**config.mk**
```make
export PLATFORM = sky130hd
export DESIGN_NAME = mac_tile_nm
export DESIGN_NICKNAME = d
export VERILOG_FILES = /design/src/rtl/mac_nm_pkg.sv /design/src/rtl/mac_nm.sv /design/src/rtl/mac_tile_nm.sv
export SDC_FILE = /design/constraint.sdc
export NUM_CORES = 1
export LEC_CHECK = 0
export ABC_AREA = 1
export CAP_MARGIN = 20
export CORE_MARGIN = 2
export CORE_UTILIZATION = 45
export CTS_CLUSTER_DIAMETER = 100
export DETAILED_ROUTE_END_ITERATION = 10
export MAX_ROUTING_LAYER = met4
export PLACE_DENSITY = 0.8
export REMOVE_ABC_BUFFERS = 1
export SYNTH_ARGS = -nofsm -noshare
export SYNTH_HDL_FRONTEND = slang
export SYNTH_SLANG_ARGS = --single-unit
```
**constraint.sdc**
```tcl
create_clock -name clk -period 6.55 [get_ports clk]
set_input_delay 1.31 -clock clk [delete_from_list [all_inputs] [get_ports clk]]
set_output_delay 1.31 -clock clk [all_outputs]
set_load 0.005 [all_outputs]
```
**src/rtl/mac_nm_pkg.sv**
```systemverilog
// Shared widths, instruction bit positions, load-state encoding and slicing
// helpers for the N:M sparse MAC tile.
package mac_nm_pkg;

  localparam int BW_DEF      = 4;
  localparam int PSUM_BW_DEF = 16;
  localparam int GRP_DEF     = 4;
  localparam int NNZ_DEF     = 2;

  localparam int INST_LOAD = 0;
  localparam int INST_EXEC = 1;
  localparam int INST_CLR  = 2;
  localparam int INST_W    = 3;

  typedef enum logic {
    ST_EMPTY  = 1'b0,
    ST_LOADED = 1'b1
  } load_state_e;

  // Low bit of field k in a vector of equal-width packed fields.
  function automatic int lane_lo(input int k, input int width);
    return k * width;
  endfunction

  function automatic int lane_hi(input int k, input int width);
    return (k + 1) * width - 1;
  endfunction

endpackage

```
**src/rtl/mac_nm.sv**
```systemverilog
// Combinational N:M sparse dot product: gathers the indexed activations,
// multiplies them by signed weights and adds them onto the incoming psum.
module mac_nm
  import mac_nm_pkg::*;
#(
  parameter int bw      = BW_DEF,
  parameter int psum_bw = PSUM_BW_DEF,
  parameter int GRP     = GRP_DEF,
  parameter int NNZ     = NNZ_DEF,
  parameter int IDX_BW  = $clog2(GRP)
) (
  input  logic [bw*GRP-1:0]     act,
  input  logic [bw*NNZ-1:0]     w,
  input  logic [IDX_BW*NNZ-1:0] idx,
  input  logic [psum_bw-1:0]    psum_in,
  output logic [psum_bw-1:0]    psum_out
);

  logic [bw-1:0]      act_lane [GRP];
  logic [psum_bw-1:0] prod_ext [NNZ];
  logic [psum_bw-1:0] part     [NNZ+1];

  genvar gi;

  generate
    for (gi = 0; gi < GRP; gi++) begin : g_lane
      assign act_lane[gi] = act[lane_lo(gi, bw) +: bw];
    end

    for (gi = 0; gi < NNZ; gi++) begin : g_slot
      logic [IDX_BW-1:0]    sel;
      logic signed [bw:0]   act_s;
      logic signed [bw-1:0] w_s;
      logic signed [2*bw:0] prod;

      assign sel   = idx[lane_lo(gi, IDX_BW) +: IDX_BW];
      // Activations are unsigned: a zero MSB keeps them positive in the signed multiply.
      assign act_s = signed'({1'b0, act_lane[sel]});
      assign w_s   = signed'(w[lane_lo(gi, bw) +: bw]);
      assign prod  = (2*bw+1)'(act_s) * (2*bw+1)'(w_s);
      assign prod_ext[gi] = psum_bw'(prod);
    end

    assign part[0] = psum_in;
    for (gi = 0; gi < NNZ; gi++) begin : g_sum
      assign part[gi+1] = part[gi] + prod_ext[gi];
    end
  endgenerate

  assign psum_out = part[NNZ];

endmodule

```
**src/rtl/mac_tile_nm.sv**
```systemverilog
// Weight-stationary systolic MAC tile with N:M sparse weights, a two-state
// load FSM that absorbs the first load token, and a kernel-clear path.
module mac_tile_nm
  import mac_nm_pkg::*;
#(
  parameter int bw      = BW_DEF,
  parameter int psum_bw = PSUM_BW_DEF,
  parameter int GRP     = GRP_DEF,
  parameter int NNZ     = NNZ_DEF,
  parameter int IDX_BW  = $clog2(GRP)
) (
  input  logic                  clk,
  input  logic                  reset,
  input  logic [bw*GRP-1:0]     in_w,
  output logic [bw*GRP-1:0]     out_e,
  input  logic [IDX_BW*NNZ-1:0] idx_w,
  output logic [IDX_BW*NNZ-1:0] idx_e,
  input  logic [INST_W-1:0]     inst_w,
  output logic [INST_W-1:0]     inst_e,
  input  logic [psum_bw-1:0]    in_n,
  output logic [psum_bw-1:0]    out_s
);

  logic [bw*NNZ-1:0]     w_reg;
  logic [IDX_BW*NNZ-1:0] idx_reg;
  load_state_e           state_reg, state_next;
  logic                  load_ready;
  logic                  capture;
  logic                  fwd_load;
  logic [psum_bw-1:0]    psum_next;

  logic ld, ex, clr;
  assign ld  = inst_w[INST_LOAD];
  assign ex  = inst_w[INST_EXEC];
  assign clr = inst_w[INST_CLR];

  always_comb begin
    state_next = state_reg;
    load_ready = 1'b0;
    capture    = 1'b0;
    fwd_load   = 1'b0;
    unique case (state_reg)
      ST_EMPTY: begin
        load_ready = 1'b1;
        // Clear beats a simultaneous load: the token is dropped, not stored.
        if (ld && !clr) begin
          capture    = 1'b1;
          state_next = ST_LOADED;
        end
      end
      ST_LOADED: begin
        fwd_load = ld && !clr;
        if (clr) state_next = ST_EMPTY;
      end
      default: state_next = ST_EMPTY;
    endcase
  end

  always_ff @(posedge clk or negedge reset) begin
    if (!reset) state_reg <= ST_EMPTY;
    else        state_reg <= state_next;
  end

  always_ff @(posedge clk or negedge reset) begin
    if (!reset) begin
      w_reg   <= '0;
      idx_reg <= '0;
    end else if (clr) begin
      w_reg   <= '0;
      idx_reg <= '0;
    end else if (capture) begin
      w_reg   <= in_w[bw*NNZ-1:0];
      idx_reg <= idx_w;
    end
  end

  // Uses the registered weights, so an execute coinciding with a clear or
  // a load still sees the weights from before that edge.
  mac_nm #(
    .bw     (bw),
    .psum_bw(psum_bw),
    .GRP    (GRP),
    .NNZ    (NNZ),
    .IDX_BW (IDX_BW)
  ) u_mac (
    .act     (in_w),
    .w       (w_reg),
    .idx     (idx_reg),
    .psum_in (in_n),
    .psum_out(psum_next)
  );

  always_ff @(posedge clk or negedge reset) begin
    if (!reset) begin
      out_e  <= '0;
      idx_e  <= '0;
      inst_e <= '0;
      out_s  <= '0;
    end else begin
      if (ex || ld) begin
        out_e <= in_w;
        idx_e <= idx_w;
      end
      inst_e[INST_LOAD] <= fwd_load;
      inst_e[INST_EXEC] <= ex;
      inst_e[INST_CLR]  <= clr;
      if (ex) out_s <= psum_next;
    end
  end

endmodule

```
# == After elaboration in Yosys (flattened, before gate mapping) ==
# Cells that the tools add are included.
# op_classes
n_bitwise,3
add_sub_neg,2
n_reduce_logical,4
muxes,15
n_lt_le_gt_ge,2
mul,2
# ops
cell,n
adder 16 bit,2
two-way mux 4 bit,6
multiplier 5 x 4 -> 9 bit,2
binary-select mux 4 bit (select 2 bit),2
two-way mux 8 bit,2
">= comparator 3 bit, second input constant",2
inverter 2 -> 3 bit,2
two-way mux 1 bit,4
case mux 1 bit (2 select lines),1
nonzero test 2 bit,1
logical AND 1 bit,1
logical NOT 1 bit,1
logical OR 1 bit,1
inverter 1 bit,1
# word_totals
input_bits,41
reg_bits,52
output_inout_bits,39

# == Longest topological paths before layout ==
# depth
word_depth,7
mapped_depth,32
ltp_nobuf,32

# == Modules after synthesis ==
# A second synthesis with hierarchy kept.
# hier_totals
cells_unflattened,609
area_unflattened_um2,4606.9
# by_module_without_submodules
module,seq_area_each_um2,cells_each,area_per_inst_um2,instances
mac_nm,0.0,393,2605.0,1
mac_tile_nm,1301.2,216,2001.9,1

# == Worst setup path before layout ==
# OpenSTA, ideal clock, no wires.
# synth_path
path_type,input to register
startpoint,input in_w[12]
endpoint,register out_s[12]
required_time_ns,6.433
setup_slack_ns,0.753
t_arrival_ns,5.680
path_stages,22
n_path_buf,0
setup_time_ns,0.117
path_cell_list,a21oi_1 -> o21ai_0 -> nand2_1 -> nand2_1 -> fa_1 -> fa_1 -> fa_1 -> inv_1 -> ha_1 -> fa_1 -> nand3_1 -> nand2_1 -> xor2_1 -> fa_1 -> ha_1 -> a21oi_1 -> o21ai_1 -> o21bai_2 -> nand2_1 -> nand3_1 -> nand3_1 -> nand2_1
# synth_via
elab_chain_len,6
word_cells_on_any_way,10
cone_classes,add/sub (2); mul (2); mux (6)
# synth_lines
element,line,rtl
start: declaration,mac_tile_nm.sv:14,"input logic [bw*GRP-1:0] in_w,"
binary-select mux 4 bit (select 2 bit),mac_nm.sv:38,"assign act_s = signed'({1'b0, act_lane[sel]});"
two-way mux 4 bit (not written as such) (2 in a row),mac_nm.sv:38,
multiplier 5 x 4 -> 9 bit,mac_nm.sv:40,assign prod = (2*bw+1)'(act_s) * (2*bw+1)'(w_s);
adder 16 bit,mac_nm.sv:46,assign part[gi+1] = part[gi] + prod_ext[gi];
adder 16 bit (*),mac_nm.sv:46,
end signal: assignment,mac_tile_nm.sv:107,if (ex) out_s <= psum_next;
end: declaration,mac_tile_nm.sv:21,output logic [psum_bw-1:0] out_s
# Mark *: on every way between the ends. The rest lies on a longest branch, timed or not. The select of a mux whose other input is x is not followed.
# A chain may end at the register's enable or synchronous reset.

# == Worst setup path after layout ==
# layout_path
startpoint,input in_w[12]
endpoint,register out_s[15]
# Same word-level chain as after synthesis.

==> out/qor.yml <==
cts:
  numCtsBuffers: 5
  ctsHtreeMaxLevel: 2
  clk_pin_slew_ps: 100
  clock_latency_ps: 310
  cts.sink_count: 52
  ctsLongestPathBuffers: 2
  cts_tree: "yes"
  cts_hold_buf: 0
  root_buffer: "clkbuf_8"
floorplanning:
  die_w_um: 103
  start_util_pct: 45.6
  ios: 80
  die_y_um: 103
  dieArea_um2: 10500
  core-area_um2: 9590
  rows: 36
synthesis:
  ys_seq_elements: 52
  synth.distinct_cells: 34
  netlist_top_cells_count: "inv_1 (110), nand2_1 (93), dfrtp_1 (52)"
  postSynthCellCount: 542
  synth_edf_count: 0
  ys_top_cells_by_area: "dfrtp_1 (30%), ha_1 (14%), fa_1 (11%), inv_1 (9.4%), nand2_1 (8.0%)"
  syn_area_per_cell_um2: 8.08
  ys_warn_count: 0
  async_flop_share_pct: 100
  ys.flop_type: "dfrtp_1"
  syn_area_um2: 4380
  synth_most_common_cell: "inv_1"
  ys_seq_area_share_pct: 29.7
  synth_top_cell_by_area: "dfrtp_1"
  netlist.area_leader.share_pct: 29.7
timing:
  max_freq_ghz: 0.161
  hold_slack_ps: 481
  finalSetupTns_ps: 0
  finalCriticalPeriod_ps: 6230
  rsz0062_at_grt: "true"
  finalCritPeriodShare_pct: 95.1
  setup_viol: 0
  hold_viol_final: 0
  drv_slew: 0
  finClkSkew_ps: 6.54
  worst_slew_pin_slew_ps: 654
  slew_headroom_pct: 56.4
final_layout:
  nets: 745
  final_core_util_pct: 58.1
  n_antenna_cell: 0
  area_growth_pct: 27.3
  drive_gt1_share_pct: 9.67
pwr:
  p_leak_nw: 2.89
  comb_power_share_pct: 45.7
  p_sw_mw: 0.419
  p_clk_share_pct: 19.9
  peakVddDrop_uv: 150
  switching_share_pct: 35.4
  p_int_mw: 0.764
  total_power_mw: 1.18
  p_per_area_nw_per_um2: 212
  p_seq_share_pct: 34.4
grt:
  grt_antenna_before_repair: 0
  grtUsageTotal_pct: 20.5
  grt_overflow: 0
  grt_first_pass_wirelength_um: 16800
  use_met1_pct: 24.2
  grt_max_degree: 53
  met3_usage_pct: 2.44
  grt_pass1_vias: 3841
  grt_busiest_layer: "met2"
  met2_usage_pct: 36.8
placement:
  dp_hpwl_um: 8130
  port_buffers: 79
  gp_congestion: 1.00
drt:
  drt_first_pass_iters: 7
  via_per_inst: 5.00
  route.detailed.drc: 2
  via_count: 3820
  drt_iter0_drc: 133
  wire_per_inst_um: 13.2
  drtAntennaViolNets: 0
  drt-total-wl_um: 10100
worst_setup_path:
  cp.arrival_ps: 6430
  critPathKind: "in -> reg"
  cp-end-kind: "flop"
  cp_max_fo: 4
  crit_required_ps: 6750
  cp-start-kind: "input port"
run_status:
  status: "finished with violations"
  violations: "design-rule violations"
worst_hold_path:
  hold_class: "reg -> reg"
job:
  cap_violations: 0
## through the flow
step / std cells / instance area [µm²] / setup slack, ps
floorplan: 531 / 4330 / 742
global placement: 753 / 5360 / 20.5
detailed placement: 753 / 5360 / -49.4
CTS: 761 / 5480 / 273
global route: 764 / 5580 / -19.2
finish: 764 / 5580 / 321
## placed cells by master (no fill, tap or decap), drive strengths merged
cell type,instances
clkdlybuf4s50,78
nand4,5
nand3,27
bufinv,1
a21o,2
clkbuf,6
a31o,1
buf,14
inv,113
nor3,1
ha,49
o22ai,10
fa,25
o21ai,50
mux2,4
clkinv,2
nor2,31
a21oi,34
xor2,8
dfrtp,52
nand2,101
o31ai,2
a21boi,1
o21bai,1
nand3b,3
xnor2,7
a31oi,3
## worst max-delay path: stages
cell             delay [ps]
clkdlybuf4s50_1         450
a21oi_1                 150
o21ai_0                 120
nand2_1                 130
nand2_1                  90
fa_1                    570
fa_1                    440
fa_1                    520
inv_1                    40
ha_1                    250
fa_2                    370
nand3_1                 100
nand2_1                  90
xor2_2                  160
fa_1                    520
ha_4                    320
nand2_1                  80
nor2_1                  180
nand2_1                  90
o21ai_1                 180
nand3_1                 110
nand3_1                  90
nand2_1                  60
## cell families (layout without fill, tap and decap cells)
kind of cell	count (synthesis)	in the layout	share of synthesized area, %
AND/OR/NAND/NOR	168	168	16.9
buffers and inverters	125	214	10.9
AO/OA/AOI/OAI	104	104	13.1
adder cells (fa/ha/maj)	74	74	25.4
flip-flops	52	52	29.7
XOR/XNOR	15	15	3.00
multiplexers	4	4	1.03
## power by group through the flow
stage	logic, mW	registers, mW	clock network (mW)
finish	0.541	0.407	0.235
global placement	0.506	0.412	0
floorplan	0.298	0.414	0
CTS	0.523	0.407	0.242
detailed placement	0.521	0.413	0
global route	0.611	0.415	0.251
## worst paths after layout
check,to,slack (ps),startpoint,cells past startpoint
min in group asynchronous,out_e[11]$_DFFE_PN0P_,1100,reset,2
max in group asynchronous,out_s[14]$_DFFE_PN0P_,5010,reset,2
worst max-delay path,out_s[15]$_DFFE_PN0P_,320,in_w[12],23
worst min-delay path,out_s[1]$_DFFE_PN0P_,480,out_s[1]$_DFFE_PN0P_,2
worst max register to register,out_s[15]$_DFFE_PN0P_,1150,idx_reg[2]$_DFFE_PN0P_,23
worst min register to register,out_s[1]$_DFFE_PN0P_,480,out_s[1]$_DFFE_PN0P_,2
## area by class of cell
class                      count  area (µm²)
sequential                    52        1300
clock buffer                   6        82.6
tap                          133         166
fill                         864        4020
timing repair buffer          92         883
multi-input combinational    365        2680
inverter                     114         428
clock inverter                 2        38.8
## per-layer routing
layer | vias up | wire length, µm
met3 | 20 | 489
met1 | 1790 | 4340
met4 | 0 | 195
met5 | - | 0
met2 | 112 | 5060
li1 | 1898 | -
## what timing repair did
| action | 4_1_cts | 5_1_grt |
|---|---|---|
| buffers inserted | 0 | 3 |
| gates resized for setup | 0 | 13 |
| hold endpoints to repair | 0 | 0 |
| endpoints found under the setup margin | 0 | 6 |
Power figures use the tool's default switching activity.
